`src/rtl/ifid_pkg.sv`:
```
// Shared types and constants for the IF/ID instruction buffer.
// Imported by ifid_buffer and ifid_sat_counter.
package ifid_pkg;

    localparam int IFID_DEPTH_DEFAULT = 2;
    localparam logic [31:0] NOP_INSTR = 32'hD503201F;

    typedef struct packed {
        logic [63:0] pc;
        logic [31:0] instr;
    } fetch_pkt_t;

endpackage

```
`src/rtl/ifid_sat_counter.sv`:
```
// 32-bit saturating event counter, asynchronous active-low reset.
// Used by ifid_buffer for its optional performance counters.
module ifid_sat_counter (
    input  logic        clk,
    input  logic        reset,
    input  logic        en,
    output logic [31:0] count
);

    always_ff @(posedge clk or negedge reset) begin
        if (!reset) begin
            count <= '0;
        end else if (en && (count != 32'hFFFF_FFFF)) begin
            count <= count + 32'd1;
        end
    end

endmodule

```
`src/rtl/ifid_buffer.sv`:
```
// IF/ID decoupling FIFO of {pc, instr} with flush and NOP fill.
// Define IFID_PERF_CNT_EN to add stall_cnt / flush_cnt outputs.
module ifid_buffer
    import ifid_pkg::*;
#(
    parameter int DEPTH = IFID_DEPTH_DEFAULT
) (
    input  logic                     clk,
    input  logic                     reset,
    input  logic                     in_valid,
    input  logic [63:0]              in_pc,
    input  logic [31:0]              in_instr,
    output logic                     in_ready,
    input  logic                     flush,
    output logic                     out_valid,
    input  logic                     out_ready,
    output logic [63:0]              out_pc,
    output logic [31:0]              out_instr,
`ifdef IFID_PERF_CNT_EN
    output logic [31:0]              stall_cnt,
    output logic [31:0]              flush_cnt,
`endif
    output logic [$clog2(DEPTH):0]   occupancy
);

    localparam int PW = $clog2(DEPTH);
    localparam int CW = PW + 1;

    fetch_pkt_t       mem [DEPTH];
    fetch_pkt_t       head;
    logic [PW-1:0]    rdPtr;
    logic [PW-1:0]    wrPtr;
    logic [CW-1:0]    count;
    logic             push;
    logic             pop;

    assign in_ready  = (count < CW'(DEPTH));
    assign out_valid = (count != '0) && !flush;
    assign push      = in_valid && in_ready;
    assign pop       = out_valid && out_ready;
    assign occupancy = count;

    assign head      = mem[rdPtr];
    assign out_pc    = out_valid ? head.pc : 64'd0;
    assign out_instr = out_valid ? head.instr : NOP_INSTR;

    // Storage is not reset; pointers and count gate what is visible.
    always_ff @(posedge clk) begin
        if (reset && push && !flush) begin
            mem[wrPtr] <= '{pc: in_pc, instr: in_instr};
        end
    end

    always_ff @(posedge clk or negedge reset) begin
        if (!reset) begin
            rdPtr <= '0;
            wrPtr <= '0;
            count <= '0;
        end else if (flush) begin
            rdPtr <= '0;
            wrPtr <= '0;
            count <= '0;
        end else begin
            if (push) begin
                wrPtr <= wrPtr + PW'(1);
            end
            if (pop) begin
                rdPtr <= rdPtr + PW'(1);
            end
            unique case ({push, pop})
                2'b10:   count <= count + CW'(1);
                2'b01:   count <= count - CW'(1);
                default: count <= count;
            endcase
        end
    end

`ifdef IFID_PERF_CNT_EN
    ifid_sat_counter uStallCnt (
        .clk   (clk),
        .reset (reset),
        .en    (out_valid && !out_ready),
        .count (stall_cnt)
    );

    ifid_sat_counter uFlushCnt (
        .clk   (clk),
        .reset (reset),
        .en    (flush),
        .count (flush_cnt)
    );
`endif

endmodule
```
`config.mk`:
```
export PLATFORM = sky130hd
export DESIGN_NAME = ifid_buffer
export DESIGN_NICKNAME = d
export VERILOG_FILES = /design/src/rtl/ifid_pkg.sv /design/src/rtl/ifid_sat_counter.sv /design/src/rtl/ifid_buffer.sv
export SDC_FILE = /design/constraint.sdc
export NUM_CORES = 1
export LEC_CHECK = 0
export CORE_ASPECT_RATIO = 0.75
export CORE_UTILIZATION = 48
export DETAILED_ROUTE_END_ITERATION = 8
export GPL_TIMING_DRIVEN = 0
export HOLD_SLACK_MARGIN = 0.12
export PLACE_DENSITY_LB_ADDON = 0.3
export SYNTH_ARGS = -nofsm -noshare
export SYNTH_HDL_FRONTEND = slang
export SYNTH_SLANG_ARGS = --single-unit
```
`constraint.sdc`:
```
create_clock -name clk -period 6 [get_ports clk]
set_clock_uncertainty 0.05 [all_clocks]
set_input_delay 0.9 -clock clk [delete_from_list [all_inputs] [get_ports clk]]
set_output_delay 0.9 -clock clk [all_outputs]
set_load 0.01 [all_outputs]
```
==> results of run 1 <==
-- area by class of cell --
| class | count | area, um2 |
|---|---|---|
| Sequential cell | 196 | 5866 |
| Clock inverter | 14 | 181.4 |
| Fill cell | 1065 | 4728 |
| Multi-Input combinational cell | 212 | 1449 |
| Timing Repair Buffer | 206 | 2137 |
| Buffer | 21 | 166.4 |
| Clock buffer | 17 | 425.4 |
| Inverter | 4 | 15.01 |
| Tap cell | 205 | 256.5 |
-- cell families after synthesis --
family	after synthesis
AO/OA/AOI/OAI	4
XOR/XNOR	3
buffers and inverters	25
flip-flops	196
multiplexers	96
AND/OR/NAND/NOR	109
-- state kept, by name, indices dropped and copies added, names as in the netlist --
register,flops
mem,192
occupancy,2
rdPtr,1
wrPtr,1
-- cell usage in the layout (no fill, tap or decap), drive strengths merged --
cell type        n
nor3b            1
nor2b            1
edfxtp         192
nor2            90
xnor2            1
nand2           13
inv              7
a221oi           1
bufinv           4
a21oi            1
clkdlybuf4s50  200
dfrtp            4
mux2i           96
nand2b           1
clkbuf          18
buf             26
clkinv           7
o21ai            2
xor2             2
or2              1
nand3            2
-- final timing paths --
kind                              startpoint  slack [ps]  cells past startpoint            to
min in group asynchronous              reset         660                      1  occupancy[1]
worst max register to register  occupancy[1]        3810                      5    mem[1][51]
worst max-delay path                   flush        2250                      6  out_instr[5]
max in group asynchronous              reset        5040                      1         rdPtr
worst min register to register         wrPtr         600                      2         wrPtr
worst min-delay path                   wrPtr         600                      2         wrPtr
-- power by group --
part | internal (uW) | switching (uW) | total (uW)
sequential | 1540 | 9.52 | 1550
clock | 693 | 476 | 1170
combinational | 160 | 127 | 287
-- per-stage QoR --
step                instances    util  hold WS [ps]
floorplan                 433       -         481.6
global placement          838  0.6397         501.5
detailed placement        844  0.6496         577.6
CTS                       875  0.6894         598.3
global route              875  0.6894         636.9
finish                    875  0.6894         599.5
-- routing by layer --
layer / vias to the layer above / GRT usage / wire, um
met5: - / 0 / 0
li1: 2065 / - / -
met2: 150 / 0.3116 / 7206
met3: 17 / 0.06337 / 1157
met1: 2041 / 0.2353 / 6455
met4: 0 / 0.06920 / 170
-- tightest hold or removal path, delay by kind of cell, from the launching register on --
family / cells / cell delay (ps)
XOR/XNOR: 1 / 100
AND/OR/NAND/NOR: 1 / 70
flip-flops: 1 / 440
==> results.yml, run 1 <==
status:
  status: "complete, no violations"
synthesis:
  synth_top_cell_area_share: 0.7707
  synth_seq_cells: 196
  mappedNetlistNets: 534
  combinational_family_with_the_most_area_after_synthesis: "multiplexers"
  muxShareOfSynthArea: 0.1284
  yosysUniqueCellTypes: 20
  synth-xor-area-share: 0.003512
  count_of_flip_flops_with_a_built_in_enable_after_synthesis: 192
  mappedNetlistArea_um2: 7481
  synth_simple_gate_area_frac: 0.05653
  post_synthesis_cell_type_with_the_largest_combined_area: "edfxtp_1"
  synth_compound_gate_area_share: 0.003178
  biggest_area_contributors_in_the_synthesized_netlist: "edfxtp_1 77%, mux2i_1 13%, nor2_1 4.5%, dfrtp_1 1.3%, buf_6 1.2%"
  yosys_most_used_dff: "edfxtp_1"
  synth-async-reset-ratio: 0.02041
  yosysWarningCount: 0
  synth_cell_count_leaders: "192 x edfxtp_1, 96 x mux2i_1, 90 x nor2_1"
  synthesis.area_per_instance_um2: 17.28
  synthCells: 433
  yosys.cell_count.top_type: "edfxtp_1"
  synth.yosys.seq_area_share: 0.7841
  yosys.area_share.adder: 0
floorplanning:
  die_height_um: 110.1
  core_area_um2: 15220
  rows: 39
  die_area_um2: 16090
  pin_count: 201
  dieWidth_um: 146.2
  floorplan.initialDensity: 0.4914
clocking:
  h-tree-depth: 4
  cts.repair.resized: 0
  worstSkewPairLatency_ps: 420
  cts_inserted_buffers: 17
  cts-hold-fix-buffers: 0
  clk_tree_root_cell: "clkbuf_16"
  tritoncts: "done"
  clock_sinks: 196
  clk_pin_slew_worst_paths_ps: 60
  post-cts-setup-buffers: 0
  cts.path.max_buffers: 2
setup_path:
  worst_path_dominant_cell_family: "buffers and inverters"
  list_of_cells_traversed_by_the_critical_path: "clkdlybuf4s50_1 -> or2_1 -> buf_6 -> buf_6 -> nor2_1 -> clkdlybuf4s50_1"
  critPathKind: "input pin to primary output"
  critPathBufInv: 4
  crit_arrival_ps: 2800
  worst_setup_path_start_kind: "input pin"
  timing.critical_path.required_ps: 5050
  worst_path_max_delay_cell: "clkdlybuf4s50_1"
  cp_slowest_stage_delay_ps: 570
  timing.critical_path.fanout_max: 10
  critPathCaptureType: "primary output"
place:
  detailedPlace.worstSlack_ps: 2272
  detailedPlacementHpwl_um: 10130
  detailed_place.area_um2: 9889
  port_buffers: 200
  gp_congestion: 0.7609
drt:
  route.detailed.drc: 0
  final_antenna_net_count: 0
  num_vias: 4273
  via_per_instance_ratio: 4.883
  first_pass_iters: 4
  drt_iter0_drc: 219
  finalWirelength_um: 14990
  routed_wire_length_per_instance_um: 17.13
layout:
  final_net_count: 759
  area.growth.synth_to_final_pct: 40.31
  stdcell_area_um2: 10500
  drive_gt1_frac: 0.08358
  diodes: 0
sta:
  final_period_minus_worst_setup_slack_ps: 3751
  tightestPinTransition_ps: 533.1
  final.setup.worst_slack_ps: 2249
  fmaxAchievable_mhz: 266.6
  rsz0062_at_grt: "false"
  slew_headroom: 0.6438
  timing_hold_violations_final: 0
  finalSetupViolations: 0
  setup-tns-final_ps: 0
  report.final.slew_viol_count: 0
  fin_crit_sh: 0.6251
job:
  drv_cap: 0
power_and_ir_drop:
  leakagePower_uw: 0.003459
  ir_drop_mv: 0.1971
  totalPowerFinal_uw: 3006
  power-per-cell-area_nw_per_um2: 286.4
worst_hold_path:
  hold_path.class: "register to register"
global_routing:
  grt_max_degree: 33
  first_global_vias: 4319
  grt_usage: 0.1890
  globalRouteOverflowTotal: 0
  grt_antenna_before_repair: 0
  grt_first_pass_wirelength_um: 22520
Power figures use the tool's default switching activity.
==> inputs of run 2 (changes only) <==
--- a/config.mk
+++ b/config.mk
@@ -6,7 +6,7 @@
 export NUM_CORES = 1
 export LEC_CHECK = 0
 export CORE_ASPECT_RATIO = 0.75
-export CORE_UTILIZATION = 48
+export CORE_UTILIZATION = 44
 export DETAILED_ROUTE_END_ITERATION = 8
 export GPL_TIMING_DRIVEN = 0
 export HOLD_SLACK_MARGIN = 0.12
==> constraint.sdc (replaced) <==
create_clock -name clk -period 3.1 [get_ports clk]
set_clock_uncertainty 0.05 [all_clocks]
set_input_delay 0.465 -clock clk [delete_from_list [all_inputs] [get_ports clk]]
set_output_delay 0.465 -clock clk [all_outputs]
set_load 0.01 [all_outputs]
==> results.yml, run 2 (same netlist as run 1, synthesis figures left out) <==
setup_path:
  timing.critical_path.required_ps: 2580
  critPathKind: "input pin to primary output"
  cp_slowest_stage_delay_ps: 570
  timing.critical_path.fanout_max: 10
  worst_setup_path_start_kind: "input pin"
  crit_arrival_ps: 2390
  critPathCaptureType: "primary output"
  list_of_cells_traversed_by_the_critical_path: "clkdlybuf4s50_1 -> or2_1 -> buf_6 -> buf_6 -> nor2_1 -> clkdlybuf4s50_1"
  worst_path_max_delay_cell: "clkdlybuf4s50_1"
clocking:
  cts.repair.resized: 0
  post-cts-setup-buffers: 0
  cts-hold-fix-buffers: 0
  clk_pin_slew_worst_paths_ps: 70
  tritoncts: "done"
  cts_inserted_buffers: 17
  clk_tree_root_cell: "clkbuf_16"
  worstSkewPairLatency_ps: 420
  h-tree-depth: 4
  cts.path.max_buffers: 2
  clock_sinks: 196
global_routing:
  grt_antenna_before_repair: 0
  first_global_vias: 4366
  grt_usage: 0.1765
  grt_first_pass_wirelength_um: 23100
  grt_max_degree: 34
  globalRouteOverflowTotal: 0
sta:
  rsz0062_at_grt: "false"
  fmaxAchievable_mhz: 343.7
  setup-tns-final_ps: 0
  slew_headroom: 0.5007
  fin_crit_sh: 0.9386
  tightestPinTransition_ps: 747.2
  final_period_minus_worst_setup_slack_ps: 2910
  timing_hold_violations_final: 0
  report.final.slew_viol_count: 0
  finalSetupViolations: 0
power_and_ir_drop:
  ir_drop_mv: 0.3772
  leakagePower_uw: 0.003423
  power.clock.fraction: 0.370
  seq_power_share: 0.532
  netSwitchingPower_uw: 1228
  cellInternalPower_uw: 4410
  power-per-cell-area_nw_per_um2: 539.5
  comb_power_share: 0.099
  fraction_of_power_spent_switching_nets: 0.2178
layout:
  final_net_count: 759
  num-fill-cells: 1181
  most_frequent_standard_cell_in_the_layout_excluding_fill_and_tap_cells: "clkdlybuf4s50_1"
  post-route-util: 0.6406
  largest_register_ffs: 192
  area_occupied_by_registers_um2: 5866
  largest_register: "mem"
  drive_gt1_frac: 0.08520
  diodes: 0
  area.growth.synth_to_final_pct: 39.71
  multiInputGateArea_um2: 1449
  final-instance-count-excl-fill: 879
  most_frequent_cells_in_the_layout: "200 x clkdlybuf4s50_1, 192 x edfxtp_1, 96 x mux2i_1, 88 x nor2_1, 17 x clkbuf_16"
worst_hold_path:
  hold_path.class: "input pin to async pin"
floorplanning:
  core_area_um2: 16320
  pin_count: 201
  die_height_um: 114.9
  rows: 40
  dieWidth_um: 152.6
  die_area_um2: 17530
  floorplan.initialDensity: 0.4585
place:
  port_buffers: 200
  detailedPlacementHpwl_um: 10090
  dp_cells: 849
  gp_congestion: 0.7449
drt:
  finalWirelength_um: 15010
  route.detailed.drc: 10
  drt_iter0_drc: 263
  first_pass_iters: 9
  num_vias: 4325
  final_antenna_net_count: 0
  routed_wire_length_per_instance_um: 17.07
  via_per_instance_ratio: 4.920
job:
  drv_cap: 0
status:
  violations: "DRC"
  status: "finished with violations"
==> run 2: cell count changes in the layout (fill, tap and decap cells not counted), sizes merged <==
cell / previous run / this run
clkinv: 7 / 3
clkbuf: 18 / 19
inv: 7 / 9
clkinvlp: 0 / 3
bufinv: 4 / 1
==> run 2: critical path: cells and delay by family <==
kind                   cells  cell delay [ps]
buffers and inverters      4             1420
and+or+nand+nor            2              510
==> run 2: worst paths after layout <==
check / cells after the start / to / start / slack [ps]
max in group asynchronous: 1 / wrPtr / reset / 2600
min reg2reg: 2 / wrPtr / wrPtr / 600
max reg2reg: 5 / mem[1][15] / occupancy[1] / 810
min: 1 / occupancy[1] / reset / 210
min in group clk: 1 / mem[0][72] / in_pc[40] / 570
max: 6 / out_instr[5] / flush / 190
==> run 2: power groups by stage <==
stage / Clock, uW / Combinational, uW / Sequential [uW]
6_report: 2090 / 556 / 3000
4_1_cts: 2130 / 563 / 3000
3_5_place_dp: 0 / 560 / 3060
2_1_floorplan: 0 / 244 / 3060
5_1_grt: 2240 / 596 / 3000
3_3_place_gp: 0 / 532 / 3060
==> run 2: metrics by stage <==
stage	instance area, um2	hold slack [ps]	total power [uW]	worst slack [ps]
3_5_place_dp	9896	594.4	3616	197.9
3_3_place_gp	9751	518.5	3593	-2432
2_1_floorplan	7486	119.4	3302	-583.8
5_1_grt	10450	186.8	5840	135.1
4_1_cts	10450	185.6	5691	189.3
6_report	10450	207.5	5638	190.2
==> run 2: layout make-up <==
| cell class | instances | share of cell area |
|---|---|---|
| Tap cell | 210 | 0.02514 |
| Clock buffer | 18 | 0.04106 |
| Multi-Input combinational cell | 212 | 0.1386 |
| Sequential cell | 196 | 0.5612 |
| Clock inverter | 12 | 0.01209 |
| Inverter | 4 | 0.001437 |
| Buffer | 21 | 0.01592 |
| Timing Repair Buffer | 206 | 0.2045 |
==> run 2: per-layer routing <==
metal / track usage / wire length (um) / vias to the layer above
li1: - / - / 2046
met1: 0.2255 / 6569 / 2109
met2: 0.2856 / 7115 / 163
met3: 0.06822 / 1240 / 7
met4: 0.04444 / 81 / 0
met5: 0 / 0 / -
==> inputs of run 3 (changes only) <==
--- a/config.mk
+++ b/config.mk
@@ -8,9 +8,9 @@
 export CORE_ASPECT_RATIO = 0.75
 export CORE_UTILIZATION = 44
 export DETAILED_ROUTE_END_ITERATION = 8
-export GPL_TIMING_DRIVEN = 0
 export HOLD_SLACK_MARGIN = 0.12
 export PLACE_DENSITY_LB_ADDON = 0.3
+export RECOVER_POWER = 25
 export SYNTH_ARGS = -nofsm -noshare
 export SYNTH_HDL_FRONTEND = slang
 export SYNTH_SLANG_ARGS = --single-unit
==> results.yml, run 3 (same netlist as run 1, synthesis figures left out) <==
power_and_ir_drop:
  ir_drop_mv: 0.4855
  totalPowerFinal_uw: 5733
  leakagePower_uw: 0.003370
  power-per-cell-area_nw_per_um2: 553.9
layout:
  area.growth.synth_to_final_pct: 38.37
  largest_register_ffs: 192
  most_frequent_cells_in_the_layout: "192 x edfxtp_1, 140 x clkdlybuf4s50_1, 96 x mux2i_1, 88 x nor2_1, 60 x dlygate4sd3_1"
  largest_register: "mem"
  most_frequent_standard_cell_in_the_layout_excluding_fill_and_tap_cells: "edfxtp_1"
  drive_gt1_frac: 0.07002
  final_net_count: 745
  post-route-util: 0.6344
  num-fill-cells: 1187
  diodes: 0
  final-instance-count-excl-fill: 867
setup_path:
  critPathKind: "register to primary output"
  cp_slowest_stage_delay_ps: 520
  critPathCaptureType: "primary output"
  list_of_cells_traversed_by_the_critical_path: "nor2_1 -> or2_2 -> inv_1 -> nand2_1 -> clkdlybuf4s50_1"
  worst_setup_path_start_kind: "register"
  reg2reg_setup_slack_ps: 1250
  timing.critical_path.fanout_max: 14
  crit_arrival_ps: 2410
  worst_path_max_delay_cell: "clkdlybuf4s50_1"
  timing.critical_path.required_ps: 2580
sta:
  timing_hold_violations_final: 0
  rsz0062_at_grt: "false"
  fin_crit_sh: 0.9448
  final.setup.worst_slack_ps: 171.0
  slew_headroom: 0.6512
  fmaxAchievable_mhz: 341.4
  tightestPinTransition_ps: 523.3
  report.final.slew_viol_count: 0
  timing.hold.ws_ps: 274.8
  final_period_minus_worst_setup_slack_ps: 2929
  finalSetupViolations: 0
worst_hold_path:
  hold_path.class: "input pin to async pin"
clocking:
  cts.repair.resized: 0
  cts-hold-fix-buffers: 0
  cts.path.max_buffers: 2
  clock_sinks: 196
  worstSkewPairLatency_ps: 420
  tritoncts: "done"
  clk_tree_root_cell: "clkbuf_16"
  clk_pin_slew_worst_paths_ps: 70
  h-tree-depth: 4
  post-cts-setup-buffers: 0
  cts_inserted_buffers: 17
place:
  detailedPlacementHpwl_um: 9264
  dp_cells: 835
  gp_congestion: 0.7249
  port_buffers: 200
  detailedPlace.worstSlack_ps: 220.9
drt:
  route.detailed.drc: 13
  final_antenna_net_count: 0
  finalWirelength_um: 14210
  num_vias: 4208
  via_per_instance_ratio: 4.854
  first_pass_iters: 9
  routed_wire_length_per_instance_um: 16.39
  drt_iter0_drc: 239
floorplanning:
  dieWidth_um: 152.6
  core_area_um2: 16320
  die_height_um: 114.9
  die_area_um2: 17530
  floorplan.initialDensity: 0.4585
  pin_count: 201
  rows: 40
global_routing:
  first_global_vias: 4310
  grt_usage: 0.1695
  grt_antenna_before_repair: 1
  globalRouteOverflowTotal: 0
  grt_max_degree: 75
  grt_first_pass_wirelength_um: 22130
job:
  drv_cap: 0
status:
  violations: "DRC"
  status: "finished with violations"
==> run 3: cell types whose count changed in the layout (fill, tap and decap cells not counted), sizes merged <==
cell and change:
clkdlybuf4s50 -60, inv -1, clkbuf -1, bufinv +2
buf -13, dlygate4sd3 +60, clkinv +1
==> run 3: cell type report <==
cell class | instances | area, um2 | share of cell area
Clock buffer | 18 | 429.2 | 0.04146
Multi-Input combinational cell | 212 | 1449 | 0.1400
Tap cell | 210 | 262.8 | 0.02538
Inverter | 4 | 15.01 | 0.001450
Timing Repair Buffer | 213 | 2150 | 0.2077
Clock inverter | 14 | 176.4 | 0.01704
Sequential cell | 196 | 5869 | 0.5670
==> run 3: final timing paths <==
| check | start | to | cells past startpoint |
|---|---|---|---|
| setup / recovery | occupancy[1] | out_instr[0] | 5 |
| hold / removal | reset | occupancy[1] | 1 |
| setup reg to reg | occupancy[1] | mem[0][89] | 5 |
| hold reg to reg | wrPtr | wrPtr | 2 |
| max in group asynchronous | reset | rdPtr | 1 |
| min in group clk | in_instr[23] | mem[1][23] | 1 |
==> run 3: power by group <==
part | internal [uW] | switching, uW
logic | 279 | 239
registers | 2980 | 19.0
clock network | 1280 | 935
total | 4540 | 1190
==> run 3: worst max-delay path: cells and delay by family (launching register included) <==
kind | cells | cell delay [ps]
buffers and inverters | 2 | 920
AND/OR/NAND/NOR | 3 | 580
flip-flops | 1 | 490
==> run 3: routing by layer <==
metal / GRT usage / up-vias / share of wire
met3: 0.05654 / 23 / 0.080
met5: 0 / - / 0.00091
met2: 0.2746 / 152 / 0.47
met4: 0.07407 / 2 / 0.016
met1: 0.2105 / 2006 / 0.43
li1: - / 2025 / -
==> run 3: per-stage QoR <==
step / cell area, um2 / setup TNS [ps]
2_1_floorplan: 7486 / -112090
3_3_place_gp: 9746 / 0
3_5_place_dp: 9746 / 0
4_1_cts: 10350 / 0
5_1_grt: 10350 / 0
6_report: 10350 / 0
